`src/rtl/mux_matrix_scanner.sv`:
```
// Row/column address generator for a Rows x Cols mux matrix.
// Manual mode steps addresses from debounced buttons; auto mode rasters the array with an ADC handshake.
module mux_matrix_scanner #(
  parameter int unsigned Rows      = 4,
  parameter int unsigned Cols      = 4,
  parameter int unsigned RowWidth  = 5,
  parameter int unsigned ColWidth  = 5,
  parameter int unsigned HoldWidth = 29,
  parameter int unsigned SetWidth  = 16
) (
  input  logic                 clk_i,
  input  logic                 rst_i,
  input  logic                 mode_i,
  input  logic                 brow_i,
  input  logic                 bcol_i,
  input  logic [HoldWidth-1:0] hold_k_i,
  input  logic [SetWidth-1:0]  settle_k_i,
  input  logic                 ack_i,
  output logic [RowWidth-1:0]  row_o,
  output logic [ColWidth-1:0]  col_o,
  output logic                 sample_o,
  output logic                 frame_o,
  output logic                 busy_o
);

  localparam logic [RowWidth-1:0] RowLast = RowWidth'(Rows - 1);
  localparam logic [ColWidth-1:0] ColLast = ColWidth'(Cols - 1);

  typedef enum logic [1:0] {
    IDLE,
    SETTLE,
    REQ,
    NEXT
  } state_t;

  state_t               state;
  logic [SetWidth-1:0]  settle_cnt;
  logic [1:0]           btn;
  logic [1:0]           sync1;
  logic [1:0]           sync2;
  logic [1:0]           prev;
  logic [1:0]           tick;
  logic [HoldWidth-1:0] lock_cnt [2];
  logic [RowWidth-1:0]  row_inc;
  logic [ColWidth-1:0]  col_inc;

  assign btn = {bcol_i, brow_i};

  // Wrapping increments; >= keeps the address in range even from an out-of-range value.
  assign row_inc = (row_o >= RowLast) ? '0 : row_o + RowWidth'(1);
  assign col_inc = (col_o >= ColLast) ? '0 : col_o + ColWidth'(1);

  // Button synchroniser, edge detect and per-button lockout; bit 0 = row, bit 1 = column.
  always_ff @(posedge clk_i) begin
    if (rst_i) begin
      sync1       <= '0;
      sync2       <= '0;
      prev        <= '0;
      tick        <= '0;
      lock_cnt[0] <= '0;
      lock_cnt[1] <= '0;
    end else begin
      sync1 <= btn;
      sync2 <= sync1;
      prev  <= sync2;
      for (int i = 0; i < 2; i++) begin
        tick[i] <= 1'b0;
        if (lock_cnt[i] != '0) begin
          lock_cnt[i] <= lock_cnt[i] - HoldWidth'(1);
        end else if (sync2[i] && !prev[i]) begin
          tick[i]     <= 1'b1;
          lock_cnt[i] <= hold_k_i;
        end
      end
    end
  end

  // Scan FSM with registered address, request, frame and busy outputs.
  always_ff @(posedge clk_i) begin
    if (rst_i) begin
      state      <= IDLE;
      row_o      <= '0;
      col_o      <= '0;
      settle_cnt <= '0;
      sample_o   <= 1'b0;
      frame_o    <= 1'b0;
      busy_o     <= 1'b0;
    end else begin
      frame_o <= 1'b0;
      case (state)
        IDLE: begin
          if (mode_i) begin
            state      <= SETTLE;
            row_o      <= '0;
            col_o      <= '0;
            settle_cnt <= '0;
            busy_o     <= 1'b1;
          end else begin
            if (tick[0]) row_o <= row_inc;
            if (tick[1]) col_o <= col_inc;
          end
        end
        SETTLE: begin
          if (!mode_i) begin
            state  <= IDLE;
            busy_o <= 1'b0;
          end else if (settle_cnt == settle_k_i) begin
            state    <= REQ;
            sample_o <= 1'b1;
          end else begin
            settle_cnt <= settle_cnt + SetWidth'(1);
          end
        end
        REQ: begin
          // A started handshake always completes regardless of mode.
          if (ack_i) begin
            sample_o <= 1'b0;
            state    <= NEXT;
          end
        end
        NEXT: begin
          col_o      <= col_inc;
          settle_cnt <= '0;
          if (col_o >= ColLast) begin
            row_o <= row_inc;
            if (row_o >= RowLast) frame_o <= 1'b1;
          end
          if (mode_i) begin
            state <= SETTLE;
          end else begin
            state  <= IDLE;
            busy_o <= 1'b0;
          end
        end
        default: begin
          state    <= IDLE;
          sample_o <= 1'b0;
          busy_o   <= 1'b0;
        end
      endcase
    end
  end

endmodule

```
`config.mk`:
```
export PLATFORM = sky130hd
export DESIGN_NAME = mux_matrix_scanner
export DESIGN_NICKNAME = d
export VERILOG_FILES = /design/src/rtl/mux_matrix_scanner.sv
export SDC_FILE = /design/constraint.sdc
export NUM_CORES = 1
export LEC_CHECK = 0
export ABC_AREA = 1
export BUFFER_PORTS_ARGS = -buffer_cell sky130_fd_sc_hd__buf_2
export CAP_MARGIN = 20
export CORE_MARGIN = 3
export CORE_UTILIZATION = 60
export DETAILED_ROUTE_END_ITERATION = 8
export PLACE_DENSITY = 0.81
export RECOVER_POWER = 100
export SLEW_MARGIN = 30
export SYNTH_ARGS = -nofsm -noshare
export SYNTH_HDL_FRONTEND = slang
export SYNTH_SLANG_ARGS = --single-unit
export TNS_END_PERCENT = 50
```
`constraint.sdc`:
```
create_clock -name clk_i -period 3.6 [get_ports clk_i]
set_input_delay 0.36 -clock clk_i [delete_from_list [all_inputs] [get_ports clk_i]]
set_output_delay 0.36 -clock clk_i [all_outputs]
set_load 0.03 [all_outputs]
```
== Yosys cells after proc, flatten, opt, wreduce, memory -nomap -nowiden ==
Memory sizes are Yosys's and may differ from the RTL's.
Cells that the tools add are included.

* $lt $le $gt $ge: 2
* Equal/unequal tests: 14
* Add/sub/neg operators: 5
* $mul: 0
* Div/mod/pow operators: 0
* Reductions and logical operators: 19
* Shift-type cells: 0
* Bitwise gates (word level): 6
* Muxes and demuxes: 47

{| class="wikitable"
|+ Operator list
! operator !! count
|-
| 2-to-1 mux 29 bit || 4
|-
| nonzero test 29 bit || 2
|-
| subtractor 29 x 1 -> 29 bit (second input constant) || 2
|-
| 2-to-1 mux 16 bit || 3
|-
| one-hot mux 16 bit (3 select lines) || 1
|-
| 2-to-1 mux 5 bit || 7
|-
| 2-to-1 mux 1 bit || 23
|-
| one-hot mux 5 bit (2 select lines) || 2
|-
| adder 16 x 1 -> 16 bit (second input constant) || 1
|-
| == test 16 bit || 1
|-
| != test 2 bit (second input constant) || 7
|-
| adder 5 x 1 -> 5 bit (second input constant) || 2
|-
| greater-or-equal comparator 5 x 2 -> 1 bit (second input constant) || 2
|-
| != test 3 bit (second input constant) || 3
|-
| AND reduction 3 bit || 3
|-
| 2-to-1 mux 2 bit || 4
|-
| one-hot mux 2 bit (4 select lines) || 1
|-
| AND reduction 4 bit || 2
|-
| nonzero test 2 bit || 3
|-
| == test 2 bit (second input constant) || 2
|-
| OR 1 bit || 4
|-
| one-hot mux 1 bit (2 select lines) || 2
|-
| nonzero test 3 bit || 1
|-
| OR reduction 3 bit || 1
|-
| 7 further kinds || 10
|}

* Memories kept: 1
* Output and inout bits: 13
* Latch bits: 0
* Input port bits: 51
* Bits in read-only memories: 0
* Register bits: 39
* RAM bits: 58

{| class="wikitable"
|+ Memory list
! name !! depth !! width !! rd ports !! clocked after memory_dff !! wr ports !! RTL line !! RTL
|-
| lock_cnt || 2 || 29 || 2 || 0 || 2 || 43 || <nowiki>logic [HoldWidth-1:0] lock_cnt [2];</nowiki>
|}

== Logic depth before layout (Yosys ltp) ==
Gate-level depths: netlist of run 1.

* Depth in word-level cells: 7
* Mapped depth: 13
* Mapped depth without buffers: 12

== Worst setup path before layout of run 1 ==
No wires, ideal clock.

* Path kind: register to register
* Start: memory lock_cnt[1][0]
* End: memory lock_cnt[1][0] (enable)
* Data arrival time: 2.070 ns
* Clock period less this slack: 2.667 ns
* Cell stages (with the launch flop): 10
* Setup time: 0.596 ns
* Path slack: 0.933 ns
* Path through: edfxtp_1 -> inv_1 -> ha_1 -> nand2_2 -> nor2_4 -> nand2_4 -> nor2_4 -> nand2_1 -> inv_2 -> nand4_1

{| class="wikitable"
|+ RTL lines
! element !! RTL line
|-
| from (decl) || 43
|}

==> qor.csv, run 1 <==
metric,value,unit
status,"finished, violations left",
failing checks,"capacitance limit, slew limit",
DR WL/cell,13.7,µm
"Clk Latency, worst-skew pair",0.37,ns
async set or reset register ratio after synthesis,0,
Comb power frac,0.420,
critical path's largest stage delay,0.40,ns
Area Growth Syn to Fin,8.80,%
Synth Area in XOR/XNOR,0.0652,
final hold violation count,0,
top-count cell post-synth,nand2_1,
adder-cell share of the synthesized area,0.00990,
Initial Util,0.632,
Worst Setup End Kind,flop,
"Top FF cell, synth",edfxtp_1,
GRT overflow,0,
post-synthesis compound-gate area fraction,0.0493,
Sink Count,97,
Die Span Y,109,µm
clock group share of total power,0.194,
"Req. time, crit path",3.80,ns
pin count of the biggest net entering global routing,36,
setup ws final,0.483,ns
Yosys cell types,37,
Leak Pwr,0.00322,µW
post-synth top area cell,edfxtp_1,
Core ar.,0.0100,mm²
Boundary Pins,64,
post-DP HPWL,11100,µm
simple-gate area share of the yosys netlist,0.396,
Synth Instances,893,
hold buffers post-CTS,0,
Layout Utilization,0.687,
first-pass GRT wire length,24600,µm
die width,109,µm
Detail Route Antenna Nets,0,
Vias per Instance,5.31,
Critical path origin,lock_cnt[0][0]$_SDFFCE_PN0P_,
Period minus WS final,3.12,ns
slowest CP cell,edfxtp_1,
postcts setup bufs,0,
clock skew,0.00464,ns
max_cap viols,1,
mean post-synth cell area,7.07,µm²
Clock Path Buffers,2,
YS warnings,0,
critical path arrival,3.32,ns
RSZ-0062 raised after global routing,false,
Post-synth EDFFs,58,
Worst-path clk slew,0.10,ns
hold_sp,bcol_i,
internal power,2660,µW
register area share after synthesis,0.399,
DRC viols,0,
pre-CTS WS,0.794,ns
"top cells by count, synth","266 x nand2_1, 179 x nor2_1, 78 x inv_1",
#FFs+latches synth,97,
vias in the first global route,5155,
crit path max fanout,28,
CP Class,reg -> reg,
diode count,0,
"Power, Total",4470,µW
area share of the largest cell type after synthesis,0.276,
Worst Hold Class,in -> reg,
Slew @ Worst Pin,1.58,ns
synth top area cells,"edfxtp_1 28%, nand2_1 16%, dfxtp_1 12%",
TritonRoute pass-1 iters,5,
fmax,0.321,GHz
root buffer cell,clkbuf_8,
Mapped Nets,949,
peak supply drop,0.000305,V
DIE AREA,0.0118,mm²
DR vias,5760,
I/O Buffers,63,
PostCTS Resize Cnt,0,
Sequential Power Share,0.386,
final hold slack,0.188,ns
setup TNS,0,ns
mux contribution to synthesized area,0,
TritonCTS clock tree,built,
ratio of cells with drive above 1 in the final layout,0.102,
RD Place Congestion,0.928,
sequence of cells on the critical path,"inv_1, ha_1, nand2_1, nor2_4, nand2_1, nor2_1, nand3_1, buf_4, nand3_2, inv_1, nor3_1",
max-slew violations,36,
row cnt,36,
gr usage total,0.264,
sw frac,0.405,
Tcrit/Tclk final,0.866,
Startpoint Class,flop,
Starting DRT DRC Count,499,
Num CTS Buffers,9,
R2R Path Start,lock_cnt[0][0]$_SDFFCE_PN0P_,
setup violators final,0,
sw power,1810,µW
PwrDens,651,mW/mm²
synthesized area,0.00632,mm²
Post-Route WL,14800,µm
fin nets,1003,
largest family of logic cells by synthesized area,simple AND/OR/NAND/NOR gates,
Relative slew margins,-0.0504,
initial antenna violation count,0,
H-tree depth,3,
==> power groups by stage <==
stage | registers (µW) | clock network [µW] | logic (µW)
6_report | 1730 | 867 | 1880
5_1_grt | 1750 | 932 | 2160
4_1_cts | 1720 | 880 | 1880
3_5_place_dp | 1740 | 0 | 1860
3_3_place_gp | 1740 | 0 | 1830
2_1_floorplan | 1690 | 0 | 1520
==> worst paths after layout <==
kind / endpoint / slack, ns / cells after the start
worst max-delay path: lock_cnt[0][10]$_SDFFCE_PN0P_ / 0.48 / 11
worst min-delay path: sync1[1]$_SDFF_PP0_ / 0.19 / 3
worst max register to register: lock_cnt[0][10]$_SDFFCE_PN0P_ / 0.48 / 11
worst min register to register: sync2[1]$_SDFF_PP0_ / 0.42 / 2
==> cell type report <==
cell class,instances,area (µm²)
Clock buffer,10,149
Clock inverter,6,100
Fill cell,878,3130
Inverter,80,300
Multi-Input combinational cell,688,3270
Sequential cell,97,2520
Tap cell,133,166
Timing Repair Buffer,71,367
==> per-layer routing <==
| layer | up-vias | GRT usage | part of all wire |
|---|---|---|---|
| met3 | 35 | 0.0406 | 0.074 |
| met5 | - | 0 | 0 |
| met4 | 0 | 0.100 | 0.025 |
| li1 | 2957 | - | - |
| met2 | 203 | 0.393 | 0.43 |
| met1 | 2565 | 0.389 | 0.47 |
==> logic make-up after synthesis <==
kind of cell / Yosys count
flops: 97
xor+xnor: 47
fa+ha+maj: 5
buf+inv: 108
compound gates: 59
simple gates: 577
==> sequential cells by signal, summed over array words and instances (netlist names), named ones only <==
signal      flops
lock_cnt       58
settle_cnt     16
col_o           5
row_o           5
prev            2
sync1           2
sync2           2
tick            2
busy_o          1
frame_o         1
sample_o        1
state           1
==> critical path: cells and delay by family (launching register included) <==
kind / cells / cell delay (ns)
adder cells (fa/ha/maj): 1 / 0.27
flip-flops: 1 / 0.40
buffers and inverters: 3 / 0.85
AND/OR/NAND/NOR: 7 / 1.41
==> cell usage in the layout, fill, tap and decap left out <==
cell type / netlist / layout
buf_12: 0 / 1
o21ai_0: 17 / 17
or2_2: 3 / 3
inv_1: 78 / 78
nor4_1: 1 / 1
o22ai_1: 1 / 1
nor3_1: 11 / 11
nand2_2: 4 / 1
nand3b_1: 17 / 17
clkbuf_8: 0 / 9
a21oi_1: 26 / 26
nand2_4: 1 / 1
nand3_1: 53 / 55
clkbuf_1: 7 / 15
edfxtp_1: 58 / 58
xnor2_1: 18 / 18
a2bb2oi_1: 1 / 1
xor2_1: 29 / 29
a211oi_1: 2 / 2
o21ai_1: 10 / 10
bufinv_16: 0 / 2
dfxtp_1: 39 / 39
o21bai_1: 1 / 1
inv_2: 2 / 1
a21oi_2: 1 / 1
inv_6: 0 / 2
ha_1: 5 / 5
clkinv_1: 0 / 1
nor3b_1: 1 / 1
buf_4: 3 / 6
inv_8: 0 / 2
nor2_2: 7 / 5
nand2_1: 266 / 269
clkbuf_16: 0 / 1
buf_2: 6 / 49
nand4_1: 17 / 17
nor2_1: 179 / 181
or2_0: 2 / 2
nand3_2: 12 / 10
nor2_4: 3 / 3
==> stage by stage <==
| step | instances | area (µm²) |
|---|---|---|
| floorplan | 893 | 6320 |
| global placement | 1069 | 6670 |
| detailed placement | 1069 | 6670 |
| CTS | 1085 | 6920 |
| global route | 1085 | 6870 |
| finish | 1085 | 6870 |
Power figures use the tool's default switching activity.
==> inputs of run 2 (changes only) <==
Settings changed: CORE_UTILIZATION 60 to 55, PLACE_DENSITY 0.81 to 0.75.
==> qor.csv, run 2 (synthesized netlist as in run 1, its figures left out) <==
metric,value,unit
pin count of the biggest net entering global routing,38,
ratio of cells with drive above 1 in the final layout,0.0925,
Starting DRT DRC Count,421,
Detail Route Antenna Nets,0,
fin nets,1002,
Worst-path clk slew,0.07,ns
clock skew,0.00689,ns
diode count,0,
setup violators final,0,
Leak Pwr,0.00323,µW
Tcrit/Tclk final,0.807,
status,"finished, violations left",
max_cap viols,1,
Largest regs,"lock_cnt: 58 flops, settle_cnt: 16 flops",
max-slew violations,36,
Sink Count,97,
DR vias,5734,
TritonCTS clock tree,built,
CP Class,reg -> reg,
Vias per Instance,5.26,
Post-Route WL,14900,µm
Area Growth Syn to Fin,9.09,%
die width,113,µm
RSZ-0062 raised after global routing,false,
Clock Path Buffers,2,
I/O Buffers,63,
DIE AREA,0.0128,mm²
critical path arrival,2.90,ns
Num CTS Buffers,9,
H-tree depth,3,
Die Span Y,113,µm
row cnt,38,
area occupied by multi-input gates,0.00323,mm²
Slew @ Worst Pin,1.58,ns
initial antenna violation count,0,
hold buffers post-CTS,0,
post-DP HPWL,11000,µm
TritonRoute pass-1 iters,5,
Core ar.,0.0110,mm²
vias in the first global route,5085,
Placed Cells,1075,
Startpoint Class,flop,
setup TNS,0,ns
postcts setup bufs,0,
Period minus WS final,2.91,ns
"Req. time, crit path",3.59,ns
peak supply drop,0.000547,V
Boundary Pins,64,
crit path max fanout,25,
"most common cell after layout, fill and taps aside",nand2_1,
largest register by flop count,lock_cnt,
Relative slew margins,-0.0520,
GRT overflow,0,
fmax,0.344,GHz
first-pass GRT wire length,24600,µm
RD Place Congestion,0.900,
"Clk Latency, worst-skew pair",0.36,ns
Worst Hold Class,in -> reg,
max FFs per register,58,
Initial Util,0.573,
PwrDens,673,mW/mm²
failing checks,"capacitance limit, slew limit",
root buffer cell,clkbuf_16,
DRC viols,0,
PostCTS Resize Cnt,0,
DR WL/cell,13.7,µm
filler cell count,1031,
Worst Setup End Kind,flop,
"commonest non-fill, non-tap cells in the layout","269 x nand2_1, 181 x nor2_1, 78 x inv_1, 62 x nand3_1, 58 x edfxtp_1",
gr usage total,0.240,
Reg area,0.00252,mm²
Post-Layout Cell Count,1091,
final hold violation count,0,
==> run 2: changes by cell type in the layout (fill, tap and decap cells not counted), sizes merged <==
cell and delta:
buf -4, clkbuf +2, clkinv +1
==> run 2: final cells by class <==
type | count | area share
repair buffers | 70 | 0.0487
flip-flops and latches | 97 | 0.366
inverters | 80 | 0.0436
clock inverters | 7 | 0.0145
well taps | 140 | 0.0254
multi-input cells | 688 | 0.469
clock buffers | 9 | 0.0327
==> run 2: stage by stage <==
stage / hold WS, ns / area (µm²) / total power (µW) / setup WS [ns] / utilization
5_1_grt: 0.208 / 6890 / 5000 / 0.330 / 0.625
3_5_place_dp: 0.398 / 6660 / 3590 / 0.948 / 0.603
6_report: 0.200 / 6890 / 4640 / 0.694 / 0.625
3_3_place_gp: 0.390 / 6660 / 3570 / 1.03 / 0.603
2_1_floorplan: 0.388 / 6320 / 3210 / 0.933 / -
4_1_cts: 0.195 / 6980 / 4680 / 0.941 / 0.633
==> run 2: worst paths after layout <==
check,slack (ns),startpoint,cells after the start,to
worst max-delay path,0.69,lock_cnt[0][0]$_SDFFCE_PN0P_,9,lock_cnt[0][28]$_SDFFCE_PN0P_
worst min register to register,0.41,sync1[1]$_SDFF_PP0_,2,sync2[1]$_SDFF_PP0_
worst min-delay path,0.20,bcol_i,3,sync1[1]$_SDFF_PP0_
worst max register to register,0.69,lock_cnt[0][0]$_SDFFCE_PN0P_,9,lock_cnt[0][28]$_SDFFCE_PN0P_
==> run 2: critical path: stages, from the launching register on <==
cell and delay, ns:
edfxtp_1 0.39, inv_1 0.11, ha_1 0.27, nand2_1 0.17
nor2_4 0.18, nand2_1 0.08, nor2_1 0.17, nand3_2 0.38
nand3_1 0.22, clkbuf_1 0.56
==> run 2: routing by layer <==
layer	part of all wire	vias up	track usage	wire length, µm
li1	-	2964	-	-
met1	0.48	2584	0.345	7150
met2	0.44	162	0.365	6530
met3	0.062	24	0.0449	922
met4	0.021	0	0.0801	306
met5	0	-	0	0
==> run 2: power breakdown <==
group	switching, µW	internal [µW]
Clock	455	618
Combinational	1150	692
Sequential	216	1510
Total	1820	2820
==> inputs of run 3 (changes only) <==
Settings changed: CORE_UTILIZATION 55 to 54, PLACE_DENSITY 0.75 to 0.77.
Clock period 3.6 ns to 2.5 ns, I/O delays scaled along.
==> qor.csv, run 3 (synthesized netlist as in run 1, its figures left out) <==
metric,value,unit
fmax,0.437,GHz
Relative slew margins,0.146,
first-pass GRT wire length,24500,µm
Core ar.,0.0111,mm²
max FFs per register,58,
Initial Util,0.568,
Boundary Pins,64,
Die Span Y,114,µm
Startpoint Class,flop,
DR vias,5642,
slowest CP cell,edfxtp_1,
setup violators final,0,
diode count,0,
peak supply drop,0.000645,V
Largest regs,"lock_cnt: 58 flops, settle_cnt: 16 flops",
fin nets,1006,
Area Growth Syn to Fin,9.77,%
"most common cell after layout, fill and taps aside",nand2_1,
ratio of cells with drive above 1 in the final layout,0.109,
Clock Path Buffers,2,
RD Place Congestion,0.866,
sequence of cells on the critical path,"inv_1, ha_1, nand2_2, nor2_4, nand2_2, nor2_2, nand3_2, nand3_2, buf_4",
initial antenna violation count,0,
status,"complete, no violations",
Worst Hold Class,in -> reg,
DR WL/cell,13.3,µm
Num CTS Buffers,9,
TritonCTS clock tree,built,
"Clk Latency, worst-skew pair",0.36,ns
crit path max fanout,17,
final hold violation count,0,
Starting DRT DRC Count,442,
clock skew,0.0132,ns
vias in the first global route,5011,
setup ws final,0.212,ns
CP Buf/Inv Count,2,
largest register by flop count,lock_cnt,
Period minus WS final,2.29,ns
I/O Buffers,63,
PwrDens,939,mW/mm²
pre-CTS WS,0.282,ns
filler cell count,1072,
"Power, Total",6510,µW
"commonest non-fill, non-tap cells in the layout","268 x nand2_1, 180 x nor2_1, 78 x inv_1, 58 x edfxtp_1, 53 x nand3_1",
CP top delay family,simple AND/OR/NAND/NOR gates,
Detail Route Antenna Nets,0,
Worst-path clk slew,0.07,ns
Slew @ Worst Pin,1.28,ns
Vias per Instance,5.15,
Sink Count,97,
row cnt,38,
Worst Setup End Kind,flop,
Tcrit/Tclk final,0.915,
postcts setup bufs,0,
CP Class,reg -> reg,
max_cap viols,0,
DRC viols,0,
max-slew violations,0,
root buffer cell,clkbuf_16,
DIE AREA,0.0130,mm²
TritonRoute pass-1 iters,5,
hold buffers post-CTS,0,
gr usage total,0.234,
GRT overflow,0,
"Req. time, crit path",2.54,ns
die width,114,µm
PostCTS Resize Cnt,0,
critical path arrival,2.33,ns
H-tree depth,3,
Leak Pwr,0.00324,µW
RSZ-0062 raised after global routing,false,
pin count of the biggest net entering global routing,38,
Post-Route WL,14600,µm
post-DP HPWL,10800,µm
critical path's largest stage delay,0.38,ns
==> run 3: cell count changes in the layout (fill, tap and decap cells not counted), sizes merged <==
cell	previous run	this run
clkbuf	27	29
bufinv	2	0
inv	83	80
buf	52	56
clkinv	2	4
clkinvlp	0	1
==> run 3: worst register-to-register path: stages, from the launching register on <==
cell and delay [ns]:
edfxtp_1 0.38, inv_1 0.10, ha_1 0.20, nand2_2 0.11, nor2_4 0.17, nand2_2 0.08, nor2_2 0.15, nand3_2 0.15
nand3_2 0.32, buf_4 0.32
==> run 3: report_power, final <==
part	internal, µW	switching, µW	leakage, µW
combinational	1030	1680	0.00209
sequential	2170	302	0.00101
clock	708	624	0.000136
==> run 3: worst paths after layout <==
| kind | start | cells past startpoint | end | slack (ns) |
|---|---|---|---|---|
| setup / recovery | lock_cnt[0][0]$_SDFFCE_PN0P_ | 9 | lock_cnt[0][21]$_SDFFCE_PN0P_ | 0.21 |
| hold / removal | brow_i | 3 | sync1[0]$_SDFF_PP0_ | 0.09 |
| setup reg to reg | lock_cnt[0][0]$_SDFFCE_PN0P_ | 9 | lock_cnt[0][21]$_SDFFCE_PN0P_ | 0.21 |
| hold reg to reg | sync1[0]$_SDFF_PP0_ | 2 | sync2[0]$_SDFF_PP0_ | 0.41 |
==> run 3: area by class of cell <==
type	count	area [µm²]	share of cell area
clock inverters	5	38.8	0.00559
multi-input cells	688	3280	0.474
repair buffers	74	369	0.0532
well taps	140	175	0.0253
clock buffers	11	243	0.0350
inverters	80	300	0.0433
flip-flops and latches	97	2520	0.364
==> run 3: layer usage <==
layer	vias to the layer above	routed length [µm]	track usage	share of wire
li1	2966	-	-	-
met1	2514	6980	0.340	0.48
met2	147	6520	0.361	0.45
met3	15	879	0.0486	0.060
met4	0	176	0.0554	0.012
met5	-	0	0	0
==> run 3: metrics by stage <==
step	TNS (ns)	instances	util	instance area (µm²)	hold slack (ns)
global route	0	1095	0.623	6930	0.0800
CTS	0	1095	0.629	7000	0.0848
global placement	0	1079	0.604	6720	0.393
floorplan	-3.12	893	-	6320	0.357
finish	0	1095	0.623	6930	0.0915
detailed placement	0	1079	0.604	6720	0.395
